### config.mk
export PLATFORM = sky130hd
export DESIGN_NAME = pt_walker
export DESIGN_NICKNAME = d
export VERILOG_FILES = /design/src/rtl/pt_walk_pkg.sv /design/src/rtl/sat_counter.sv /design/src/rtl/pt_walker.sv
export SDC_FILE = /design/constraint.sdc
export NUM_CORES = 1
export LEC_CHECK = 0
export ABC_AREA = 1
export CORE_AREA = 2 2 101 103
export DETAILED_ROUTE_END_ITERATION = 10
export DIE_AREA = 0 0 103 105
export GPL_TIMING_DRIVEN = 0
export PLACE_DENSITY_LB_ADDON = 0.25
export SYNTH_ARGS = -nofsm -noshare
export SYNTH_HDL_FRONTEND = slang
export SYNTH_SLANG_ARGS = --single-unit
### constraint.sdc
create_clock -name clk -period 2.4 [get_ports clk]
set_input_delay 0.72 -clock clk [delete_from_list [all_inputs] [get_ports clk]]
set_output_delay 0.72 -clock clk [all_outputs]
set_load 0.1 [all_outputs]
### src/rtl/pt_walk_pkg.sv
// Shared widths, PTE bit positions and walker state encoding.
// PT_WALK_WB_EN adds the victim writeback states to the enum.
package pt_walk_pkg;

    localparam int unsigned VPN_W     = 8;
    localparam int unsigned PPN_W     = 6;
    localparam int unsigned PTE_W     = 9;

    localparam int unsigned PTE_VALID = 8;
    localparam int unsigned PTE_DIRTY = 7;
    localparam int unsigned PTE_REF   = 6;

    typedef enum logic [2:0] {
        IDLE,
`ifdef PT_WALK_WB_EN
        WB_RD,
        WB_WR,
`endif
        RD,
        CHK,
        FILL
    } state_t;

endpackage

### src/rtl/sat_counter.sv
// Saturating up-counter: holds at all-ones instead of wrapping.
module sat_counter #(
    parameter int unsigned W = 16
) (
    input  logic         clk,
    input  logic         rst,
    input  logic         inc,
    output logic [W-1:0] count
);

    always_ff @(posedge clk or posedge rst) begin
        if (rst) begin
            count <= '0;
        end else if (inc && (count != '1)) begin
            count <= count + W'(1);
        end
    end

endmodule

### src/rtl/pt_walker.sv
// TLB miss walker: optional victim writeback, PTE lookup with ref-bit set, fill return.
// Build option: define PT_WALK_WB_EN to include the victim dirty/ref writeback path.
module pt_walker
    import pt_walk_pkg::*;
#(
    parameter int unsigned CNT_W  = 16,
    parameter int unsigned PT_LAT = 1
) (
    input  logic             clk,
    input  logic             rst,
    input  logic             miss_valid,
    output logic             miss_ready,
    input  logic [VPN_W-1:0] miss_vpn,
    input  logic             evict_valid,
    input  logic [VPN_W-1:0] evict_vpn,
    input  logic             evict_dirty,
    input  logic             evict_ref,
    output logic [VPN_W-1:0] pt_addr,
    output logic             pt_rd,
    output logic             pt_wr,
    output logic [PTE_W-1:0] pt_wdata,
    input  logic [PTE_W-1:0] pt_rdata,
    output logic             fill_valid,
    input  logic             fill_ready,
    output logic [VPN_W-1:0] fill_vpn,
    output logic [PPN_W-1:0] fill_ppn,
    output logic             fill_fault,
    output logic             busy,
    output logic [CNT_W-1:0] miss_count,
    output logic [CNT_W-1:0] fault_count
);

    if (PT_LAT != 1) begin : g_lat_check
        $error("pt_walker: only PT_LAT=1 is supported");
    end

    state_t           state;
    logic [VPN_W-1:0] vpn_q;
    logic             accept;
    logic             fault_inc;

`ifdef PT_WALK_WB_EN
    logic [VPN_W-1:0] ev_vpn_q;
    logic             ev_dirty_q;
    logic             ev_ref_q;
`else
    logic             unused_evict;
    assign unused_evict = ^{evict_valid, evict_vpn, evict_dirty, evict_ref};
`endif

    assign accept    = (state == IDLE) && miss_valid && miss_ready;
    assign fault_inc = (state == CHK) && !pt_rdata[PTE_VALID];

    // Page-table side follows read data in the same cycle, so it decodes from state.
    always_comb begin
        pt_rd    = 1'b0;
        pt_wr    = 1'b0;
        pt_addr  = '0;
        pt_wdata = '0;
        case (state)
`ifdef PT_WALK_WB_EN
            WB_RD: begin
                pt_rd   = 1'b1;
                pt_addr = ev_vpn_q;
            end
            WB_WR: begin
                pt_wr               = 1'b1;
                pt_addr             = ev_vpn_q;
                pt_wdata            = pt_rdata;
                pt_wdata[PTE_DIRTY] = pt_rdata[PTE_DIRTY] | ev_dirty_q;
                pt_wdata[PTE_REF]   = pt_rdata[PTE_REF] | ev_ref_q;
            end
`endif
            RD: begin
                pt_rd   = 1'b1;
                pt_addr = vpn_q;
            end
            CHK: begin
                if (pt_rdata[PTE_VALID]) begin
                    pt_wr             = 1'b1;
                    pt_addr           = vpn_q;
                    pt_wdata          = pt_rdata;
                    pt_wdata[PTE_REF] = 1'b1;
                end
            end
            default: ;
        endcase
    end

    always_ff @(posedge clk or posedge rst) begin
        if (rst) begin
            state      <= IDLE;
            vpn_q      <= '0;
            miss_ready <= 1'b0;
            busy       <= 1'b0;
            fill_valid <= 1'b0;
            fill_vpn   <= '0;
            fill_ppn   <= '0;
            fill_fault <= 1'b0;
`ifdef PT_WALK_WB_EN
            ev_vpn_q   <= '0;
            ev_dirty_q <= 1'b0;
            ev_ref_q   <= 1'b0;
`endif
        end else begin
            case (state)
                IDLE: begin
                    miss_ready <= 1'b1;
                    if (accept) begin
                        vpn_q      <= miss_vpn;
                        miss_ready <= 1'b0;
                        busy       <= 1'b1;
`ifdef PT_WALK_WB_EN
                        ev_vpn_q   <= evict_vpn;
                        ev_dirty_q <= evict_dirty;
                        ev_ref_q   <= evict_ref;
                        state      <= (evict_valid && (evict_dirty || evict_ref)) ? WB_RD : RD;
`else
                        state      <= RD;
`endif
                    end
                end
`ifdef PT_WALK_WB_EN
                WB_RD: state <= WB_WR;
                WB_WR: state <= RD;
`endif
                RD: state <= CHK;
                CHK: begin
                    fill_valid <= 1'b1;
                    fill_vpn   <= vpn_q;
                    fill_ppn   <= pt_rdata[PTE_VALID] ? pt_rdata[PPN_W-1:0] : '0;
                    fill_fault <= !pt_rdata[PTE_VALID];
                    state      <= FILL;
                end
                FILL: begin
                    if (fill_ready) begin
                        fill_valid <= 1'b0;
                        fill_vpn   <= '0;
                        fill_ppn   <= '0;
                        fill_fault <= 1'b0;
                        busy       <= 1'b0;
                        miss_ready <= 1'b1;
                        state      <= IDLE;
                    end
                end
                default: state <= IDLE;
            endcase
        end
    end

    sat_counter #(.W(CNT_W)) u_miss_cnt (
        .clk   (clk),
        .rst   (rst),
        .inc   (accept),
        .count (miss_count)
    );

    sat_counter #(.W(CNT_W)) u_fault_cnt (
        .clk   (clk),
        .rst   (rst),
        .inc   (fault_inc),
        .count (fault_count)
    );

endmodule

Word level (Yosys, flattened, before mapping)
Cells that the tools add are included.
Storage, ports and cells
  register bits: 61
  input port bits: 32
  output and inout bits: 69
  logic and storage cells: 56
Cells by class
  add/sub/neg operators: 2
  equal/unequal tests: 7
  multiplexer cells: 23
  reduce and logical (&&, ||, !) cells: 14
Operators with widths (number)
  $add A16 B1 Y16 const B: 2
  $ne A16 B16 Y1 const B: 2
  $pmux W8 S2: 2
  $mux W9: 2
  $mux W8: 2
  $mux W6: 2
  $pmux W3 S4: 1
  $pmux W6 S2: 1
  $pmux W1 S2: 4
  $reduce_and A2 Y1: 4
  $mux W1: 7
  $eq A3 B2 Y1 const B: 2
  $mux W3: 2
  $logic_and A1 B1 Y1: 5
  $reduce_bool A2 Y1: 2
  $eq A3 B1 Y1 const B: 1
  $logic_not A3 Y1: 1
  $reduce_and A3 Y1: 1
  $ne A2 B1 Y1 const B: 1
  $ne A2 B2 Y1 const B: 1
  $logic_not A1 Y1: 1

Logic depth before layout (Yosys ltp)
  depth in word-level cells: 5
  depth in mapped cells: 10
  mapped depth without buffers: 10

Cells and area by module
Synthesis repeated with hierarchy kept, for this count alone.
Second synthesis, totals
  cell total of the unflattened synthesis: 457
  area, all modules: 3528.4 um^2
By module, submodules not included
  sat_counter: instances 2, cells each 150, area an instance 1069.8 um^2, sequential area each 400.4 um^2
  pt_walker: instances 1, cells each 157, area an instance 1388.8 um^2, sequential area each 700.7 um^2

Worst setup path before layout
No wires, ideal clock.
  kind: input to output
  start: input port pt_rdata[8]
  end: output port pt_addr[0]
  arrival time: 3.926 ns
  required time: 1.680 ns
  slack: -2.246 ns
  stages on the path: 5
  path buffers: 1
  cell sequence: buf_2 nand2_1 inv_1 nor2_1 nor3_1
On the way
  longest elaborated chain between the ends: 2
Ends and longest elaborated chain
  start: declaration: line pt_walker.sv:22  | input logic [PTE_W-1:0] pt_rdata,
  $mux W8: line pt_walker.sv:79  | if (pt_rdata[PTE_VALID]) begin
  $pmux W8 S2: line pt_walker.sv:60  | case (state)
  end: declaration: line pt_walker.sv:18  | output logic [VPN_W-1:0] pt_addr,
Every way passes these cells.

Final worst setup path
  start: register state[1]
  end: output port pt_addr[3]
On the way
  longest elaborated chain between the ends: 2
  elaborated cells between the ends (all ways): 3
  those cells by class: eq/ne: 2; mux: 1
Ends and longest elaborated chain
  start: declaration: line pt_walker.sv:37  | state_t state;
  start signal: assignment: line pt_walker.sv:92  | state <= IDLE;
  start signal: assignment: line pt_walker.sv:119  | state <= RD;
  start signal: assignment: line pt_walker.sv:127  | RD: state <= CHK;
  $eq A3 B2 Y1 or $eq A3 B1 Y1 (tied branches): line pt_walker.sv:60
  $pmux W8 S2 *: line pt_walker.sv:60
Every way passes the cells marked *; elsewhere a longest branch is shown, timed or not.

==> results.md <==
- Post-synthesis net count: 480
- Router iterations before antenna repair: 4
- Reg2Reg Depth: 10
- CTS tree: done
- Post-synthesis cell count: 442
- RR Endpoint: u_miss_cnt.count[15]
- Drt total wl: 8769 µm
- Endpoints failing hold: 0
- Routed wire per std cell: 12.84 µm
- MaxCap Viol Count: 0
- Detailed-route via count: 3203
- Vias in the first global route: 2982
- Tightest Hold Check Type: reg -> reg
- Status: complete, but fails checks
- H-Tree Depth: 3
- Worst Path Required: 1680 ps
- Syn Area/Cell: 7.507 µm²
- Port bufs: 87
- Largest net degree at the start of global routing: 37
- Mapped Area: 0.003318 mm²
- Share of cells above drive strength 1: 0.1964
- Critical Path, Cell by Cell: buf_6, ha_4, nand2_4, clkinvlp_4, nor2_4, buf_12, nor3_4, buf_12
- Bufs and invs on worst path: 4
- Final setup violation count: 10
- Crit. End Element: output pin
- WHS: 490.3 ps
- DP Area: 0.004522 mm²
- Final min period: 2503 ps
- Startpoint Class: flip-flop
- Hold buffer count at CTS: 0
- WP data arrival: 1780 ps
- Worst skew pair latency: 340 ps
- Num rows: 36
- Bufs on Longest Clock Path: 2
- Final Cell Area: 0.004853 mm²
- Core Footprint: 0.009639 mm²
- Ys Warns: 0
- Synth top area share: 0.4525
- Routability-driven placement congestion ratio: 0.8296
- Max-slew headroom: 0.3331
- Gr ovfl total: 0
- Actual slew at the worst max-slew pin: 1004 ps
- Area growth syn-to-layout: 46.27%
- Ant diodes: 0
- Tcrit/Tclk final: 1.043
- Cell mode on critical path: buf_12
- DRC: 0
- Vias per std cell: 4.690
- DIE HEIGHT: 105 µm
- Nets: 585
- Hold worst-path end: busy
- CP delay by family, top: buffers and inverters
- Worst reg2reg path startpoint: state[1]
- Die area: 0.01082 mm²
- Max-slew violation count: 0
- Clock buffer count from CTS: 9
- Slowest stage delay, CP: 390 ps
- RSZ-0062 raised after global routing: yes
- Antenna viol nets, final: 0
- Slowest CP cell: dfrtp_1
- Ranking of synthesized cells by area: dfrtp_1, nand2_1, o21ai_0
- Post-synthesis sequential area ratio: 0.4525
- Root Buffer: clkbuf_8
- Failing checks: negative setup slack
- Ports: 101
- Initial DRC Count: 64
- Post-synth top area cell: dfrtp_1
- Hold path startpoint: busy
- Setup slack after layout: -102.8 ps
- Initial Utilization: 0.3442
- First-pass GRT wire length: 14220 µm
- DP Wirelength: 6411 µm
- Hold Path Stages: 2
- Critical path type: reg -> out
- Worst Skew: 6.986 ps
- Die X: 103 µm
- Synth unique cells: 26
- CTS Sinks: 60
- CP Max Fanout: 6
- CTS clock-pin slew for the worst setup and hold paths: 70 ps
- Total Routing Usage GR: 0.1647
- Fmax achieved: 399.6 MHz
- Antenna violations before repair: 0
- Yosys reg bits: 60
- Reg2Reg Setup Slack: 660 ps
==> layer usage <==
layer	global-route usage	routed length, µm	vias up
li1	-	-	1616
met1	0.2138	3883	1510
met2	0.2755	4439	63
met3	0.02742	312	14
met4	0.05357	133	0
met5	0	0	-
==> flip-flops by register name, summed over array words and instances (netlist names) <==
name               cells
fill_fault             1
busy                   1
miss_ready             1
u_fault_cnt.count     16
state                  2
fill_vpn               8
fill_valid             1
fill_ppn               6
vpn_q                  8
u_miss_cnt.count      16
==> worst max-delay path by stage <==
stage	slack (ps)	depth (start not counted)	to	startpoint
final	-100	8	pt_addr[3]	state[1]
after global routing	-150	8	pt_addr[3]	state[0]
after CTS	-210	6	pt_addr[3]	state[0]
after detailed placement	-860	6	pt_addr[0]	pt_rdata[8]
after global placement	-1000	2	fill_ppn[0]	rst
after floorplan	-590	5	pt_addr[0]	pt_rdata[8]
==> layout make-up <==
class                   count  area (µm²)
inverters                  50       195.2
clock buffers              12       155.1
fillers                   978        4786
multi-input cells         320        1704
plain buffers              12       92.59
flip-flops and latches     60        1501
well taps                 133       166.4
clock inverters             2       35.03
repair buffers             94        1003
==> synth_stat cells <==
master / number
nor3_1: 9
o22ai_1: 1
clkbuf_1: 3
nand2_4: 1
o21ai_0: 40
nand2_2: 6
dfrtp_1: 60
nand2_1: 149
inv_2: 1
xor2_1: 2
buf_6: 3
nor2_1: 39
o21a_1: 1
o21bai_4: 1
o21ai_2: 5
nor2_4: 3
nand3_2: 1
buf_4: 3
xnor2_1: 8
inv_1: 49
nor2_2: 6
nand3b_1: 1
nand3_1: 30
buf_2: 3
nand4_1: 11
ha_1: 6
==> worst register-to-register path, delay by kind of cell, from the launching register on <==
| kind | cells | cell delay [ps] |
|---|---|---|
| adder cells (fa/ha/maj) | 1 | 140 |
| flip-flops | 1 | 410 |
| buffers and inverters | 3 | 390 |
| AND/OR/NAND/NOR | 6 | 680 |
==> layout by cell type (no fill, tap or decap), types with 7 or more instances in the layout <==
cell type / n
buf_12: 13
buf_4: 8
buf_6: 10
clkbuf_2: 7
clkbuf_8: 11
clkdlybuf4s15_1: 10
clkdlybuf4s50_1: 18
dfrtp_1: 60
dlygate4sd2_1: 28
inv_1: 44
nand2_1: 148
nand3_1: 30
nand4_1: 11
nor2_1: 32
nor2_2: 10
nor3_4: 8
o21ai_0: 40
xnor2_1: 8
==> metrics by stage <==
stage,setup TNS [ps],setup slack [ps],utilization,std cells
after floorplan,-5116,-589.4,-,442
after global placement,-73820,-1004,0.4670,662
after detailed placement,-13900,-858.3,0.4691,663
after CTS,-1709,-206.2,0.4978,680
after global routing,-1130,-149.5,0.5035,683
final,-624.0,-102.8,0.5035,683
==> cells by family after synthesis <==
family | after synthesis | share of synthesized area
AOI/OAI and AO/OA | 48 | 0.08333
xor gates and xnor gates | 10 | 0.02640
adders and majority gates | 6 | 0.02262
buffers and inverters | 62 | 0.08145
DFF | 60 | 0.4525
and+or+nand+nor | 256 | 0.3337
==> what timing repair did <==
item                                    4_1_cts  5_1_grt
endpoints found under the setup margin       69       34
resized for setup                           206       33
cloned                                        0        0
buffers inserted                              3        3
hold endpoints to repair                      0        0
pin swaps                                     1       10
Power is left out: the tool's default activity adds up to more than one toggle a clock period on the data nets, which glitch-free logic cannot reach.
